<file path="config.mk">
export PLATFORM = sky130hd
export DESIGN_NAME = multi_inc_register
export DESIGN_NICKNAME = d
export VERILOG_FILES = /design/src/rtl/reg_bank_pkg.sv /design/src/rtl/inc_register_lane.sv /design/src/rtl/multi_inc_register.sv
export SDC_FILE = /design/constraint.sdc
export NUM_CORES = 1
export LEC_CHECK = 0
export CAP_MARGIN = 30
export CORE_ASPECT_RATIO = 2
export CORE_MARGIN = 2
export CORE_UTILIZATION = 55
export DETAILED_ROUTE_END_ITERATION = 12
export PLACE_DENSITY = 0.86
export REMOVE_ABC_BUFFERS = 1
export SYNTH_ARGS = -nofsm -noshare
export SYNTH_HDL_FRONTEND = slang
export SYNTH_SLANG_ARGS = --single-unit
</file>
<file path="constraint.sdc">
create_clock -name clk -period 4 [get_ports clk]
set_input_delay 1 -clock clk [delete_from_list [all_inputs] [get_ports clk]]
set_output_delay 1 -clock clk [all_outputs]
set_load 0.02 [all_outputs]
</file>
<file path="src/rtl/reg_bank_pkg.sv">
// Shared types and defaults for the multicore lane register bank.
// Op encodings for the common op bus and default bank geometry.
package reg_bank_pkg;

  typedef enum logic [2:0] {
    OP_HOLD = 3'd0,
    OP_LOAD = 3'd1,
    OP_INC  = 3'd2,
    OP_DEC  = 3'd3,
    OP_ADD  = 3'd4,
    OP_CLR  = 3'd5
  } op_t;

  localparam int DEF_WIDTH     = 12;
  localparam int DEF_NUM_CORES = 4;

endpackage

</file>
<file path="src/rtl/inc_register_lane.sv">
// One lane of the register bank: next-state, overflow pulse and zero flag.
// Wrap or clamp behaviour on INC/DEC/ADD is chosen by SATURATE.
module inc_register_lane
  import reg_bank_pkg::*;
#(
  parameter int               WIDTH     = DEF_WIDTH,
  parameter logic [WIDTH-1:0] RESET_VAL = '0,
  parameter int               SATURATE  = 0
) (
  input  logic             clk,
  input  logic             rstN,
  input  logic             en,
  input  logic [2:0]       op,
  input  logic [WIDTH-1:0] load_val,
  input  logic [WIDTH-1:0] add_val,
  output logic [WIDTH-1:0] value,
  output logic             zero,
  output logic             ovf
);

  localparam logic [WIDTH-1:0] MAX_VAL = '1;
  localparam bit               SAT     = (SATURATE != 0);

  logic [WIDTH-1:0] value_q, value_d;
  logic             ovf_q, ovf_d;
  logic [WIDTH:0]   inc_w, add_w;
  op_t              op_e;

  assign op_e  = op_t'(op);
  assign inc_w = {1'b0, value_q} + {{WIDTH{1'b0}}, 1'b1};
  assign add_w = {1'b0, value_q} + {1'b0, add_val};

  always_comb begin
    value_d = value_q;
    ovf_d   = 1'b0;
    if (en) begin
      unique case (1'b1)
        op_e == OP_LOAD: value_d = load_val;
        op_e == OP_CLR:  value_d = '0;
        op_e == OP_INC: begin
          ovf_d   = inc_w[WIDTH];
          value_d = (inc_w[WIDTH] && SAT) ? MAX_VAL
                                          : inc_w[WIDTH-1:0];
        end
        op_e == OP_DEC: begin
          ovf_d   = (value_q == '0);
          value_d = (value_q == '0 && SAT) ? '0
                                           : value_q - 1'b1;
        end
        op_e == OP_ADD: begin
          ovf_d   = add_w[WIDTH];
          value_d = (add_w[WIDTH] && SAT) ? MAX_VAL
                                          : add_w[WIDTH-1:0];
        end
        // HOLD and the unused encodings keep the value
        default: value_d = value_q;
      endcase
    end
  end

  always_ff @(posedge clk) begin
    if (!rstN) begin
      value_q <= RESET_VAL;
      ovf_q   <= 1'b0;
    end else begin
      value_q <= value_d;
      ovf_q   <= ovf_d;
    end
  end

  assign value = value_q;
  assign ovf   = ovf_q;
  assign zero  = (value_q == '0);

endmodule

</file>
<file path="src/rtl/multi_inc_register.sv">
// Per-core register bank: NUM_CORES lanes sharing one op bus.
// Top level only slices lane data and muxes the broadcast load source.
module multi_inc_register
  import reg_bank_pkg::*;
#(
  parameter int               WIDTH     = DEF_WIDTH,
  parameter int               NUM_CORES = DEF_NUM_CORES,
  parameter logic [WIDTH-1:0] RESET_VAL = '0,
  parameter int               SATURATE  = 0
) (
  input  logic                       clk,
  input  logic                       rstN,
  input  logic [2:0]                 op,
  input  logic [NUM_CORES-1:0]       laneEn,
  input  logic                       broadcast,
  input  logic [NUM_CORES*WIDTH-1:0] dataIn,
  output logic [NUM_CORES*WIDTH-1:0] dataOut,
  output logic [NUM_CORES-1:0]       zero,
  output logic [NUM_CORES-1:0]       ovf
);

  for (genvar i = 0; i < NUM_CORES; i++) begin : g_lane
    logic [WIDTH-1:0] load_val;

    assign load_val = broadcast ? dataIn[0 +: WIDTH]
                                : dataIn[i*WIDTH +: WIDTH];

    inc_register_lane #(
      .WIDTH    (WIDTH),
      .RESET_VAL(RESET_VAL),
      .SATURATE (SATURATE)
    ) u_lane (
      .clk     (clk),
      .rstN    (rstN),
      .en      (laneEn[i]),
      .op      (op),
      .load_val(load_val),
      .add_val (dataIn[i*WIDTH +: WIDTH]),
      .value   (dataOut[i*WIDTH +: WIDTH]),
      .zero    (zero[i]),
      .ovf     (ovf[i])
    );
  end

endmodule

</file>
==> reports/results.ini, run 1 <==
[detailed_routing]
drt_iter0_markers=1009
ant_nets=0
firstDrtPassIters=8
vias=8301
wl_per_cell_um=22.33
drc_errors=0
via_per_inst=7.125
drt_wl_total_um=26020

[floorplanning]
coreArea_mm2=0.01205
dieArea_mm2=0.01318
start_util=0.5577
die-height_um=160.3
rows=57
die_width_um=82.17
io_pins=114

[clocking]
post_cts_buffers=0
cts_resized=0
numCtsBuffers=5
cts_tree=done
clkTransAtPathRegs_ns=0.08
insertion_delay_ns=0.31
cts-htree-levels=2
cts_buffer_depth=2
clkSinkCount=52
cts_hold_buf=0
root_buffer=clkbuf_16

[global_route]
grt_pass1_wl_um=40560
grt_max_degree=31
antenna_found_initial=0
grt-ovfl-total=0
grt_usage=0.3993
grt_pass1_vias=7958

[synth]
postSynthCellCount=937
synth-seq-area-share=0.1549
ys_async_sr_fraction=0
synth_ff_type=dfxtp_1
synth.avg_cell_area_um2=7.173
synth-seq-cells=52
ys_warn_count=0
netlist_area_mm2=0.006721
synth-edff-count=0
synthDistinctLibCells=76

[place]
place_ws_ns=0.4245
post_dp_cell_area_mm2=0.007959
port_buffers=113
place.detailed.hpwl_um=19360
routabilityCongestion=1.025
dp_cells=1157

[final_layout]
layout_commonest_cell=clkdlybuf4s50_1
fill_cells=1070
stdcell_area_mm2=0.008108
insertedDiodeCount=0
synthToLayoutAreaGrowth_pct=20.63
layout-drive-gt1-share=0.05501
layout_common_cells=clkdlybuf4s50_1 (112), nand2_1 (96), a21oi_1 (80)
final-instance-count-excl-fill=1165
num-nets-final=1138

[power_and_ir_drop]
combinationalPowerShare=0.490
power_mw=2.235
p_leak_nw=3.146
p_clk_frac=0.215
p_seq_frac=0.295
p_sw_uw=955.6
power_density_mw_per_mm2=275.7
ir_worst_vdd_uv=215.4
switching_share=0.4276
p_int_mw=1.279

[worst_setup_path]
crit_path_end_kind=output port
critical-path-max-stage-delay_ns=0.68
cp.buffers_inverters=1
critPathTopFamily=simple AND/OR/NAND/NOR gates
required_ns=3.00
cp_slowest_cell=clkdlybuf4s50_1
cp_max_fo=7
crit_chain=or3_1, or3_1, nor4_1, clkdlybuf4s50_1
cp_common_cell=or3_1
critPathLaunchType=register
path_class=reg2out
worstPathArrival_ns=2.57

[timing]
rsz0062_at_grt=no
finalCriticalPeriod_ns=3.572
max_freq_mhz=280.0
setup-violations-final=0
setup_tns_ns=0
slew_headroom=0.4113
tightest_slew_ns=0.8821
skew_ns=0.01193
final_max_slew_viol_count=0
period_share=0.8930
hold_viol_final=0
setup_ws_ns=0.4280

[status]
status=finished clean

[flow_run]
cap_violations=0

[hold_path]
min_path_type=reg2reg

-- cells by family after synthesis --
group | Yosys count | share of synthesized area
AOI/OAI and AO/OA | 334 | 0.3300
and+or+nand+nor | 326 | 0.2504
buffers and inverters | 102 | 0.06366
adders and majority gates | 64 | 0.1232
xor gates and xnor gates | 55 | 0.07167
DFF | 52 | 0.1549
muxes | 4 | 0.006143
-- layer usage --
layer / share of wire / vias up / track usage / wire (µm)
li1: - / 3715 / - / -
met1: 0.33 / 3790 / 0.4202 / 8488
met2: 0.49 / 595 / 0.6611 / 12830
met3: 0.084 / 201 / 0.06742 / 2188
met4: 0.097 / 0 / 0.3379 / 2514
met5: 0 / - / 0 / 0
-- flip-flops by register name, indices dropped and copies added (netlist names) --
| register | flops |
|---|---|
| g_lane.u_lane.ovf | 4 |
| g_lane.u_lane.value | 48 |
-- metrics by stage --
step           hold slack, ns    util
2_1_floorplan          0.5958       -
3_3_place_gp           0.5578  0.6603
3_5_place_dp           0.5610  0.6603
4_1_cts                0.5734  0.6727
5_1_grt                0.6171  0.6727
6_report               0.5775  0.6727
-- power by group through the flow --
stage	clock network [mW]	registers, mW	logic, mW
floorplan	0	0.691	0.611
global placement	0	0.666	1.05
detailed placement	0	0.667	1.06
CTS	0.473	0.654	1.07
global route	0.486	0.665	1.18
finish	0.480	0.660	1.10
-- synth_stat cells, types with 10 or more instances --
cell	count	area, µm²
a21oi_1	80	400.4
clkbuf_1	56	210.2
nor3_1	16	80.08
o31ai_1	10	75.07
nor2b_1	14	87.58
ha_1	59	738.2
nor4_1	12	75.07
nand4_1	14	87.58
inv_1	32	120.1
xor2_1	24	210.2
and3_1	22	137.6
a211oi_1	30	225.2
dfxtp_1	52	1041
o22ai_1	11	68.82
a31oi_1	20	125.1
xnor2_1	31	271.5
o21ai_0	65	325.3
nand3_1	40	200.2
nor2_1	49	183.9
nand2_1	96	360.4
o21a_1	10	75.07
or3_1	15	93.84
-- area by class of cell --
cell class                      count  area [µm²]  area share
Multi-Input combinational cell    783        5258      0.6485
Timing Repair Buffer              141        1349      0.1664
Sequential cell                    52        1041      0.1284
Tap cell                          147       183.9     0.02269
Clock buffer                        6       138.9     0.01713
Inverter                           34       127.6     0.01574
Clock inverter                      2       10.01    0.001235
-- tightest hold or removal path: stages (launching register included) --
cell and delay (ns):
dfxtp_1 0.40, inv_1 0.08, a21oi_1 0.06
-- final timing paths --
kind / cells past startpoint / endpoint / slack, ns / startpoint
min: 2 / g_lane[0].u_lane.value[3] / 0.58 / g_lane[0].u_lane.value[3]
min reg2reg: 2 / g_lane[0].u_lane.value[3] / 0.58 / g_lane[0].u_lane.value[3]
max: 4 / zero[2] / 0.43 / g_lane[2].u_lane.value[8]
max reg2reg: 8 / g_lane[2].u_lane.value[8] / 1.35 / g_lane[2].u_lane.value[0]
No activity file was read; power rests on OpenSTA's default activity.
==> run 2: changes to the inputs <==
--- a/config.mk
+++ b/config.mk
@@ -7,7 +7,7 @@
 export LEC_CHECK = 0
 export CAP_MARGIN = 30
 export CORE_ASPECT_RATIO = 2
-export CORE_MARGIN = 2
+export CORE_MARGIN = 4
 export CORE_UTILIZATION = 55
 export DETAILED_ROUTE_END_ITERATION = 12
 export PLACE_DENSITY = 0.86
==> run 2 against run 1 <==
Flip-flop and latch count is the same. Hold slack gained 0.0058 ns. Utilization grew 1.0 points. Total power shrank 0.11%. Critical endpoint unchanged. Final cell count shrank 0.34%.
==> reports/results.ini, run 2 (synthesized netlist as in run 1, its figures left out) <==
[status]
status=finished clean

[power_and_ir_drop]
ir_worst_vdd_uv=211.6
power_mw=2.233
p_leak_nw=3.125
power_density_mw_per_mm2=276.1

[global_route]
grt-ovfl-total=0
antenna_found_initial=1
grt_pass1_vias=7911
grt_pass1_wl_um=40010
grt_max_degree=35
grt_usage=0.3594

[clocking]
cts_buffer_depth=2
clkSinkCount=52
insertion_delay_ns=0.31
cts_hold_buf=0
cts_resized=0
clkTransAtPathRegs_ns=0.08
numCtsBuffers=5
cts_tree=done
root_buffer=clkbuf_16
cts-htree-levels=2
post_cts_buffers=0

[detailed_routing]
firstDrtPassIters=7
via_per_inst=7.096
drt_iter0_markers=833
drc_errors=0
wl_per_cell_um=22.37
ant_nets=0
drt_wl_total_um=25970
vias=8239

[worst_setup_path]
required_ns=3.00
worstPathArrival_ns=2.58
path_class=reg2out
cp_max_fo=7
r2r_setup_slack_ns=1.27
crit_path_end_kind=output port
critPathLaunchType=register

[final_layout]
num-nets-final=1135
layout-drive-gt1-share=0.05222
largest_reg_flops=48
layout_commonest_cell=clkdlybuf4s50_1
stdcell_area_mm2=0.008087
synthToLayoutAreaGrowth_pct=20.31
layout_common_cells=clkdlybuf4s50_1 (112), nand2_1 (96), a21oi_1 (80)

[hold_path]
min_path_type=reg2reg

[floorplanning]
die-height_um=164.3
start_util=0.5676
die_width_um=86.17
dieArea_mm2=0.01416
io_pins=114
rows=56
coreArea_mm2=0.01184

[timing]
setup_tns_ns=0
slew_headroom=0.2852
rsz0062_at_grt=no
finalCriticalPeriod_ns=3.578
period_share=0.8944
hold_viol_final=0
skew_ns=0.007941
max_freq_mhz=279.5
final_max_slew_viol_count=0
tightest_slew_ns=1.065
setup-violations-final=0

[place]
post_dp_cell_area_mm2=0.007934
place.detailed.hpwl_um=19440
routabilityCongestion=1.021
port_buffers=113

[flow_run]
cap_violations=0

run 2: cell types whose count changed in the layout (fill, tap and decap cells not counted):
cell	change
buf_4	-3
clkinv_2	-2
inv_6	+2
clkbuf_8	-1
clkinvlp_4	+1
diode_2	+1
run 2: where the power goes:
part	internal [mW]	switching, mW	total [mW]
clock network	0.238	0.250	0.488
logic	0.469	0.616	1.09
registers	0.558	0.101	0.659
run 2: area by class of cell:
| cell class | count | area, µm² |
|---|---|---|
| Clock buffer | 5 | 125.1 |
| Sequential cell | 52 | 1041 |
| Antenna cell | 1 | 2.502 |
| Timing Repair Buffer | 138 | 1326 |
| Fill cell | 1031 | 3755 |
| Multi-Input combinational cell | 783 | 5258 |
| Clock inverter | 3 | 25.02 |
| Inverter | 34 | 127.6 |
| Tap cell | 145 | 181.4 |
run 2: per-stage QoR:
step | std cells | setup WS [ns] | hold WS (ns) | utilization
floorplan | 869 | 1.058 | 0.5958 | -
global placement | 1152 | 0.4826 | 0.5536 | 0.6700
detailed placement | 1152 | 0.4303 | 0.5609 | 0.6700
CTS | 1160 | 0.4508 | 0.5760 | 0.6827
global route | 1161 | 0.3521 | 0.6294 | 0.6829
finish | 1161 | 0.4223 | 0.5834 | 0.6829
run 2: worst max-delay path: stages, from the launching register on:
cell and delay [ns]:
dfxtp_1 0.39, or3_1 0.47, or3_1 0.35, nor4_1 0.37
clkdlybuf4s50_1 0.68
run 2: path summary, 6_finish.rpt:
check,start,to,depth (start not counted)
worst max-delay path,g_lane[2].u_lane.value[8],zero[2],4
worst min-delay path,g_lane[1].u_lane.value[1],g_lane[1].u_lane.value[1],2
worst max register to register,g_lane[1].u_lane.value[0],g_lane[1].u_lane.value[8],9
worst min register to register,g_lane[1].u_lane.value[1],g_lane[1].u_lane.value[1],2
run 2: routing by layer:
| metal | vias up | track usage | wire [µm] |
|---|---|---|---|
| met5 | - | 0 | 0 |
| met4 | 0 | 0.3078 | 2513 |
| met3 | 191 | 0.05823 | 2185 |
| met2 | 504 | 0.6079 | 12630 |
| met1 | 3812 | 0.3780 | 8649 |
| li1 | 3732 | - | - |
